--- src/rtl/alu_pkg.sv ---
// Shared op codes and FSM state codes for the sequential ALU core and the display decode.
package alu_pkg;

  localparam logic [1:0] OP_XNOR  = 2'b00;
  localparam logic [1:0] OP_SHIFT = 2'b01;
  localparam logic [1:0] OP_ADD   = 2'b10;
  localparam logic [1:0] OP_MULT  = 2'b11;

  typedef enum logic [1:0] {
    S_IDLE = 2'd0,
    S_EXEC = 2'd1,
    S_MULT = 2'd2
  } state_e;

endpackage

--- src/rtl/alu_seq_core_if.sv ---
// Request/response bundle of the sequential ALU; zero/ovf exist only when ALU_FLAGS_EN is defined.
interface alu_seq_core_if #(
   parameter int unsigned WIDTH = 3
);
   logic                   en;
   logic                   start;
   logic [1:0]             op;
   logic [WIDTH-1:0]       A;
   logic [WIDTH-1:0]       B;
   logic                   busy;
   logic                   done;
   logic [2*WIDTH-1:0]     result;
`ifdef ALU_FLAGS_EN
   logic                   zero;
   logic                   ovf;
`endif

   modport master (
      output en, start, op, A, B,
`ifdef ALU_FLAGS_EN
      input  zero, ovf,
`endif
      input  busy, done, result
   );

   modport slave (
      input  en, start, op, A, B,
`ifdef ALU_FLAGS_EN
      output zero, ovf,
`endif
      output busy, done, result
   );

endinterface

--- src/rtl/alu_seq_mult.sv ---
// Shift-add multiplier datapath: one partial product per step, prod_o is the post-step value.
module alu_seq_mult #(
   parameter int unsigned WIDTH = 3,
   parameter int unsigned CNT_W = 2
) (
   input  logic                 clk_i,
   input  logic                 rst_i,
   input  logic                 load_i,
   input  logic                 step_i,
   input  logic [WIDTH-1:0]     a_i,
   input  logic [WIDTH-1:0]     b_i,
   output logic [2*WIDTH-1:0]   prod_o,
   output logic                 last_o
);

   logic [2*WIDTH-1:0] acc_q, acc_d, partial;
   logic [CNT_W-1:0]   count_q, count_d;

   always_comb begin
      partial = a_i[count_q] ? ({{WIDTH{1'b0}}, b_i} << count_q) : '0;
      acc_d   = acc_q;
      count_d = count_q;
      if (load_i) begin
         acc_d   = '0;
         count_d = '0;
      end else if (step_i) begin
         acc_d   = acc_q + partial;
         count_d = count_q + CNT_W'(1);
      end
   end

   always_ff @(posedge clk_i or posedge rst_i) begin
      if (rst_i) begin
         acc_q   <= '0;
         count_q <= '0;
      end else begin
         acc_q   <= acc_d;
         count_q <= count_d;
      end
   end

   // Product including the current iteration, so the FSM can register it on the last step.
   assign prod_o = acc_q + partial;
   assign last_o = (count_q == CNT_W'(WIDTH - 1));

endmodule

--- src/rtl/alu_seq_core.sv ---
// Handshaked ALU core: XNOR/SHIFT/ADD in one cycle, MULT over WIDTH cycles.
// Define ALU_FLAGS_EN to add registered zero/ovf outputs.
module alu_seq_core #(
   parameter int unsigned WIDTH = 3,
   parameter int unsigned CNT_W = (WIDTH < 2) ? 1 : $clog2(WIDTH)
) (
   input logic           CLK_50,
   input logic           rst,
   alu_seq_core_if.slave bus_io
);
   import alu_pkg::*;

   state_e               state_q;
   logic                 busy_q, done_q;
   logic [2*WIDTH-1:0]   result_q;
   logic [WIDTH-1:0]     a_q, b_q;
   logic [1:0]           op_q;
   logic [WIDTH:0]       sum;
   logic [2*WIDTH-1:0]   exec_res;
   logic [2*WIDTH-1:0]   mult_prod;
   logic                 mult_last, mult_load, mult_step;
`ifdef ALU_FLAGS_EN
   logic                 zero_q, ovf_q;
`endif

   assign sum = {1'b0, a_q} + {1'b0, b_q};

   always_comb begin
      exec_res = '0;
      unique case (op_q)
         OP_XNOR:  exec_res = {{WIDTH{1'b0}}, ~(a_q ^ b_q)};
         OP_SHIFT: exec_res = {{WIDTH{1'b0}}, a_q} << b_q;
         OP_ADD:   exec_res = {{(WIDTH-1){1'b0}}, sum};
         default:  exec_res = '0;
      endcase
   end

   assign mult_load = bus_io.en && (state_q == S_IDLE) && bus_io.start;
   assign mult_step = bus_io.en && (state_q == S_MULT);

   alu_seq_mult #(
      .WIDTH (WIDTH),
      .CNT_W (CNT_W)
   ) u_mult (
      .clk_i  (CLK_50),
      .rst_i  (rst),
      .load_i (mult_load),
      .step_i (mult_step),
      .a_i    (a_q),
      .b_i    (b_q),
      .prod_o (mult_prod),
      .last_o (mult_last)
   );

   always_ff @(posedge CLK_50 or posedge rst) begin
      if (rst) begin
         state_q  <= S_IDLE;
         busy_q   <= 1'b0;
         done_q   <= 1'b0;
         result_q <= '0;
         a_q      <= '0;
         b_q      <= '0;
         op_q     <= OP_XNOR;
`ifdef ALU_FLAGS_EN
         zero_q   <= 1'b0;
         ovf_q    <= 1'b0;
`endif
      end else if (bus_io.en) begin
         done_q <= 1'b0;
         unique case (state_q)
            S_IDLE: begin
               if (bus_io.start) begin
                  a_q     <= bus_io.A;
                  b_q     <= bus_io.B;
                  op_q    <= bus_io.op;
                  busy_q  <= 1'b1;
                  state_q <= (bus_io.op == OP_MULT) ? S_MULT : S_EXEC;
               end
            end
            S_EXEC: begin
               result_q <= exec_res;
               done_q   <= 1'b1;
               busy_q   <= 1'b0;
               state_q  <= S_IDLE;
`ifdef ALU_FLAGS_EN
               zero_q   <= (exec_res == '0);
               ovf_q    <= (op_q == OP_ADD) && sum[WIDTH];
`endif
            end
            S_MULT: begin
               if (mult_last) begin
                  result_q <= mult_prod;
                  done_q   <= 1'b1;
                  busy_q   <= 1'b0;
                  state_q  <= S_IDLE;
`ifdef ALU_FLAGS_EN
                  zero_q   <= (mult_prod == '0);
                  ovf_q    <= |mult_prod[2*WIDTH-1:WIDTH];
`endif
               end
            end
            default: state_q <= S_IDLE;
         endcase
      end
   end

   assign bus_io.busy   = busy_q;
   assign bus_io.done   = done_q;
   assign bus_io.result = result_q;
`ifdef ALU_FLAGS_EN
   assign bus_io.zero   = zero_q;
   assign bus_io.ovf    = ovf_q;
`endif

endmodule

--- src/flat_wrapper.sv ---
// flat-port wrapper written by rule: the top's interface ports become plain ports
module alu_seq_core_flat import alu_pkg::*;
#(
   parameter int unsigned WIDTH = 3,
   parameter int unsigned CNT_W = (WIDTH < 2) ? 1 : $clog2(WIDTH)
)
  (CLK_50, rst, bus_io_en, bus_io_start, bus_io_op, bus_io_A, bus_io_B, bus_io_busy, bus_io_done, bus_io_result);
  alu_seq_core_if #(.WIDTH(WIDTH)) bus_io_i ();
  input logic CLK_50;
  input logic rst;
  input wire logic [$bits(bus_io_i.en)-1:0] bus_io_en;
  input wire logic [$bits(bus_io_i.start)-1:0] bus_io_start;
  input wire logic [$bits(bus_io_i.op)-1:0] bus_io_op;
  input wire logic [$bits(bus_io_i.A)-1:0] bus_io_A;
  input wire logic [$bits(bus_io_i.B)-1:0] bus_io_B;
  output wire logic [$bits(bus_io_i.busy)-1:0] bus_io_busy;
  output wire logic [$bits(bus_io_i.done)-1:0] bus_io_done;
  output wire logic [$bits(bus_io_i.result)-1:0] bus_io_result;
  assign bus_io_i.en = bus_io_en;
  assign bus_io_i.start = bus_io_start;
  assign bus_io_i.op = bus_io_op;
  assign bus_io_i.A = bus_io_A;
  assign bus_io_i.B = bus_io_B;
  assign bus_io_busy = bus_io_i.busy;
  assign bus_io_done = bus_io_i.done;
  assign bus_io_result = bus_io_i.result;
  alu_seq_core #(.WIDTH(WIDTH), .CNT_W(CNT_W)) u_core (.CLK_50(CLK_50), .rst(rst), .bus_io(bus_io_i));
endmodule
--- config.mk ---
export PLATFORM = sky130hd
export DESIGN_NAME = alu_seq_core_flat
export DESIGN_NICKNAME = d
export VERILOG_FILES = /design/src/rtl/alu_pkg.sv /design/src/rtl/alu_seq_core_if.sv /design/src/rtl/alu_seq_mult.sv /design/src/rtl/alu_seq_core.sv /design/src/flat_wrapper.sv
export SDC_FILE = /design/constraint.sdc
export NUM_CORES = 1
export LEC_CHECK = 0
export CAP_MARGIN = 20
export CORE_AREA = 2 2 61 63
export CTS_CLUSTER_SIZE = 12
export DETAILED_ROUTE_END_ITERATION = 7
export DIE_AREA = 0 0 63 65
export GPL_TIMING_DRIVEN = 0
export PLACE_DENSITY_LB_ADDON = 0.3
export SKIP_CTS_REPAIR_TIMING = 1
export SKIP_LAST_GASP = 1
export SYNTH_ARGS = -nofsm -noshare
export SYNTH_HDL_FRONTEND = slang
export SYNTH_SLANG_ARGS = --single-unit
--- constraint.sdc ---
create_clock -name CLK_50 -period 5.2 [get_ports CLK_50]
set_input_delay 1.3 -clock CLK_50 [delete_from_list [all_inputs] [get_ports CLK_50]]
set_output_delay 1.3 -clock CLK_50 [all_outputs]
set_load 0.01 [all_outputs]
==> run_results.csv, run 1 <==
group,metric,value,unit
setup_path,setup.worst_path.start,"u_core.bus_io.result[2]",
die,die_area,4100,um2
setup_path,path_depth,1,
pwr,p_leak,0.937,nW
die,dieWidth,63,um
global_routing,grt_max_degree,27,
flow_run,drv_cap,0,
clock_tree,cts_buffers,3,
sta,tns,0,ns
synth,synthAdderAreaFrac,11.7,%
route,vias,1457,
setup_path,r2r-start,"u_core.b_q[1]",
synth,muxShareOfSynthArea,3.62,%
setup_path,max_stage_delay,0.54,ns
clock_tree,clkTransAtPathRegs,0.14,ns
clock_tree,root_buffer,"clkbuf_4",
final_layout,seq_area,651,um2
clock_tree,h-tree-depth,1,
synth,yosys_warnings,0,
route,wl_per_cell,14.0,um
synth,yosysTopAreaCellShare,37.7,%
final_layout,final_common_cell,"nand2_1",
synth,synth_area_per_cell,8.60,um2
global_routing,overflow,0,
final_layout,antenna_cells,0,
synth,synth.net_count,228,
setup_path,crit_path_start_kind,"flop",
sta,skew,0.00643,ns
sta,min_period,2.55,ns
route,routed_wl,3.81,mm
synth,synth_xor_area_share,3.04,%
setup_path,endpoint,"bus_io_result[2]",
setup_path,slowest_stage,"clkdlybuf4s50_1",
setup_path,cp-end-kind,"output pin",
final_layout,drive_above_1_share,8.04,%
synth,synth.distinct_cells,45,
sta,final-max-slew-violation-count,0,
global_routing,grt_pass1_wl,6.45,mm
setup_path,crit_buf_inv,1,
synth,synth_compound_area_share,18.4,%
sta,max_freq,0.392,GHz
synth,yosysSeqAreaShare,37.7,%
pwr,cellPowerDensity,518,nW/um2
setup_path,r2r_end,"u_core.bus_io.result[5]",
synth,synth_top_family_by_area,"simple AND/OR/NAND/NOR gates",
synth,yosys.area_share.simple,19.3,%
clock_tree,clk_path_buf_depth,2,
synth,yosysTopAreaCell,"dfrtp_1",
synth,syn_inst,201,
final_layout,layout_common_cells,"nand2_1, dfrtp_1, nor2_1, clkdlybuf4s50_1, inv_1",
final_layout,layout.nets,252,
sta,hold_viol,0,
final_layout,final_util,57.8,%
route,drtPass1Iterations,5,
final_layout,synthToLayoutAreaGrowth,16.9,%
placed_design,io_buffers,18,
synth,synth_edf_count,0,
route,drc_errors,0,
placed_design,place.gp.congestion,0.858,
route,antenna_left,0,
die,rows,22,
setup_path,ff2ff_path_depth,11,
global_routing,antenna_found_initial,0,
sta,holdWs,0.492,ns
final_layout,multi_input_area,970,um2
clock_tree,cts.sinks,26,
route,viasPerCell,5.36,
global_routing,grt_pass1_vias,1391,
sta,worstMarginPinSlew,0.494,ns
clock_tree,cts_tree,"done",
setup_path,cp_cell_sequence,"clkdlybuf4s50_1",
synth,mappedNetlistArea,1730,um2
die,coreArea,3500,um2
min_path,hold_path.class,"reg -> reg",
final_layout,num-fill-cells,334,
setup_path,crit_arrival,1.25,ns
pwr,ir_drop,0.000291,V
sta,rsz0062_at_grt,"false",
setup_path,cp_max_fo,2,
setup_path,path_delay_family,"buffers and inverters",
sta,period_share,49.1,%
route,drt_iter0_markers,60,
setup_path,cp.required,3.90,ns
setup_path,path_class,"reg -> out",
setup_path,reg2reg_slack,2.71,ns
global_routing,grt_usage,20.2,%
status,status,"completed",
die,start_util,49.4,%
placed_design,dp_hpwl,2.82,mm
sta,slew_headroom,67.1,%
synth,async_reset_ff_share,100,%
synth,ys_seq_elements,26,
die,pin_count,20,
clock_tree,clk-insertion-delay-late,0.33,ns
synth,yosys_most_used_dff,"dfrtp_1",
sta,finalSetupViolCount,0,
synth,synth_area_leaders,"dfrtp_1, ha_1, nand2_1, nor2_1, a21oi_1",
die,die_y,65,um
final cells by class:
cell class	count	share of cell area [%]
Multi-Input combinational cell	149	48.0
Inverter	16	2.97
Buffer	10	2.35
Timing Repair Buffer	19	9.67
Sequential cell	26	32.2
Tap cell	48	2.97
Clock buffer	4	1.80
flip-flops by register name (all words and copies together) (netlist names):
register	flops
u_core.a_q	3
u_core.b_q	3
u_core.bus_io.busy	1
u_core.bus_io.done	1
u_core.bus_io.result	6
u_core.op_q	2
u_core.state_q	2
u_core.u_mult.acc_q	6
u_core.u_mult.count_q	2
logic make-up after synthesis:
group,after synthesis
compound gates,48
xor+xnor,6
fa+ha+maj,15
buf+inv,26
flops,26
mux,6
simple gates,74
power breakdown:
part	switching (mW)	internal (mW)
logic	0.328	0.267
clock network	0.0625	0.0429
registers	0.0688	0.277
stage by stage:
stage / worst slack [ns] / power, mW / cell area, um2 / cells
after CTS: 2.63 / 1.05 / 2000 / 271
after global placement: 2.54 / 0.927 / 1970 / 267
final: 2.65 / 1.05 / 2020 / 272
after global routing: 2.51 / 1.15 / 2020 / 272
after floorplan: 2.97 / 0.765 / 1730 / 201
after detailed placement: 2.54 / 0.941 / 1970 / 267
how the worst min path moves through the flow:
| stage | from | end | slack [ns] | depth (start not counted) |
|---|---|---|---|---|
| after floorplan | u_core.u_mult.acc_q[2] | u_core.u_mult.acc_q[2] | 0.49 | 2 |
| after global placement | u_core.bus_io.result[3] | u_core.bus_io.result[3] | 0.46 | 2 |
| after detailed placement | u_core.bus_io.result[0] | u_core.bus_io.result[0] | 0.47 | 2 |
| after CTS | u_core.bus_io.result[0] | u_core.bus_io.result[0] | 0.50 | 2 |
| after global routing | u_core.bus_io.result[0] | u_core.bus_io.result[0] | 0.53 | 2 |
| final | u_core.bus_io.result[0] | u_core.bus_io.result[0] | 0.49 | 2 |
metal layers:
metal	vias to the layer above	wire [um]	GRT usage (%)
met4	0	42	8.06
met1	688	1860	27.0
li1	736	-	-
met5	-	0	0
met2	29	1790	33.0
met3	4	111	2.95
synthesized netlist by cell type, types with 2 or more instances:
library cell / n
nand2_1: 33
dfrtp_1: 26
nor2_1: 20
inv_1: 16
ha_1: 13
a21oi_1: 12
o21ai_0: 10
a211oi_1: 5
nor2b_1: 5
buf_2: 4
clkbuf_1: 4
mux2i_1: 4
xnor2_1: 4
and3_1: 3
nand3_1: 3
a221o_1: 2
a31oi_1: 2
and2_1: 2
fa_1: 2
mux2_2: 2
nor3_1: 2
o221ai_1: 2
o22ai_1: 2
xor2_1: 2
Power figures use the tool's default switching activity.
==> run 2: changes to the inputs <==
CORE_AREA = 2 2 62 64   (was 2 2 61 63)
DIE_AREA = 0 0 64 66   (was 0 0 63 65)
clock period = 2.3 ns   (was 5.2 ns; I/O delays follow)
==> run_results.csv, run 2 (synthesized netlist as in run 1, its figures left out) <==
group,metric,value,unit
status,status,"finished, violations left",
status,violations,"negative setup slack",
setup_path,cp-end-kind,"flop",
route,antenna_left,0,
setup_path,path_class,"reg -> reg",
final_layout,multi_input_area,1020,um2
die,die_y,66,um
pwr,power_switching,1.09,mW
final_layout,seq_area,653,um2
clock_tree,h-tree-depth,1,
placed_design,place.gp.congestion,0.869,
sta,setup_slack,-0.0595,ns
setup_path,slowest_stage,"dfrtp_1",
die,start_util,48.7,%
final_layout,final_cell_count_no_fill,276,
pwr,cellPowerDensity,1170,nW/um2
setup_path,cp_cell_sequence,"buf_2 -> inv_1 -> nand2_1 -> nor3b_2 -> ha_2 -> inv_1 -> fa_2 -> inv_1 -> a21o_2 -> a21oi_2 -> xnor2_2 -> a221o_1",
global_routing,overflow,0,
setup_path,crit_arrival,2.58,ns
global_routing,grt_pass1_wl,6.21,mm
die,die_area,4220,um2
setup_path,crit_buf_inv,4,
clock_tree,cts.sinks,26,
global_routing,busiest_layer,"met2",
sta,period_share,103,%
min_path,hold_path.class,"reg -> reg",
setup_path,cp.required,2.52,ns
setup_path,cp_max_fo,5,
die,pin_count,20,
final_layout,synthToLayoutAreaGrowth,23.2,%
global_routing,met1_usage,25.6,%
die,rows,22,
clock_tree,clkTransAtPathRegs,0.14,ns
sta,max_freq,0.424,GHz
pwr,ir_drop,0.000656,V
sta,finalSetupViolCount,2,
pwr,internal_power,1.40,mW
route,drt_iter0_markers,59,
die,coreArea,3550,um2
global_routing,grt_max_degree,27,
sta,hold_viol,0,
route,vias,1461,
clock_tree,clk_path_buf_depth,2,
clock_tree,cts_buffers,3,
clock_tree,cts_tree,"done",
global_routing,grtUsageMet3,4.26,%
sta,final-max-slew-violation-count,0,
pwr,pwr-share-seq,33.1,%
sta,holdWs,0.497,ns
clock_tree,root_buffer,"clkbuf_4",
route,drtPass1Iterations,4,
route,wl_per_cell,13.7,um
sta,worstMarginPinSlew,0.498,ns
sta,skew,0.00491,ns
pwr,switching_share,43.7,%
setup_path,path_delay_family,"adder cells",
global_routing,grt_usage,18.9,%
final_layout,final_common_cell,"nand2_1",
sta,rsz0062_at_grt,"true",
die,dieWidth,64,um
final_layout,layout_common_cells,"nand2_1, dfrtp_1, clkdlybuf4s50_1, nor2_1, inv_1",
final_layout,antenna_cells,0,
placed_design,dp.cells,267,
setup_path,cpMostUsedCell,"inv_1",
route,drc_errors,0,
final_layout,layout.nets,257,
global_routing,antenna_found_initial,0,
global_routing,grt_pass1_vias,1372,
placed_design,io_buffers,18,
setup_path,max_stage_delay,0.42,ns
clock_tree,clk-insertion-delay-late,0.32,ns
pwr,fin_total_pwr,2.49,mW
setup_path,crit_path_start_kind,"flop",
flow_run,drv_cap,0,
placed_design,dp_hpwl,2.66,mm
pwr,p_leak,0.973,nW
sta,slew_headroom,66.8,%
final_layout,num-fill-cells,309,
global_routing,globalRouteMet2Util,30.7,%
pwr,combPwrFrac,59.1,%
final_layout,drive_above_1_share,17.5,%
pwr,power_frac_clock,7.8,%
route,viasPerCell,5.29,
placed_design,place_area,1970,um2
route,routed_wl,3.79,mm
sta,min_period,2.36,ns
final_layout,fin_area,2130,um2
-- run 2: changes by cell type in the layout (fill, tap and decap cells not counted), sizes merged --
cell      before  now
buf            6   13
clkbuf         9    6
clkinvlp       0    1
inv           16   15
-- run 2: final timing paths --
| check | start | to | slack [ns] | depth (start not counted) |
|---|---|---|---|---|
| setup reg to reg | u_core.u_mult.count_q[0] | u_core.bus_io.result[4] | -0.06 | 12 |
| hold / removal | u_core.bus_io.result[3] | u_core.bus_io.result[3] | 0.50 | 2 |
| max in group asynchronous | rst | u_core.b_q[2] | 1.29 | 3 |
| min in group asynchronous | rst | u_core.u_mult.acc_q[3] | 0.56 | 2 |
| hold reg to reg | u_core.bus_io.result[3] | u_core.bus_io.result[3] | 0.50 | 2 |
| setup / recovery | u_core.u_mult.count_q[0] | u_core.bus_io.result[4] | -0.06 | 12 |
-- run 2: layout make-up --
cell class / count / area share (%)
buffer: 8 / 2.18
clock buffer: 3 / 1.06
inverter: 16 / 3.00
multi-input combinational: 149 / 48.0
sequential: 26 / 30.7
tap: 48 / 2.82
timing repair buffer: 26 / 12.3
-- run 2: power by group through the flow --
stage / Combinational (mW) / Clock [mW] / Sequential, mW
3_5_place_dp: 1.32 / 0 / 0.786
6_report: 1.47 / 0.195 / 0.824
4_1_cts: 1.33 / 0.203 / 0.778
2_1_floorplan: 0.957 / 0 / 0.772
3_3_place_gp: 1.31 / 0 / 0.787
5_1_grt: 1.65 / 0.224 / 0.850
-- run 2: worst min-delay path: stages, from the launching register on --
cell	delay, ns
dfrtp_1	0.37
nand2_1	0.05
o21ai_1	0.06
-- run 2: per-stage QoR --
step | setup slack (ns) | TNS (ns) | utilization (%)
finish | -0.0595 | -0.111 | 59.9
global route | -0.194 | -0.839 | 59.9
CTS | -0.231 | -0.730 | 56.1
detailed placement | -0.178 | -0.511 | 55.4
global placement | -0.177 | -0.448 | 55.4
floorplan | 0.0872 | 0 | -
-- run 2: routing by layer --
layer	vias up	part of all wire, %	wire length [um]
met5	-	0	0
met4	0	0.71	27
met3	2	4.8	180
met2	35	48	1820
met1	676	46	1760
li1	748	-	-
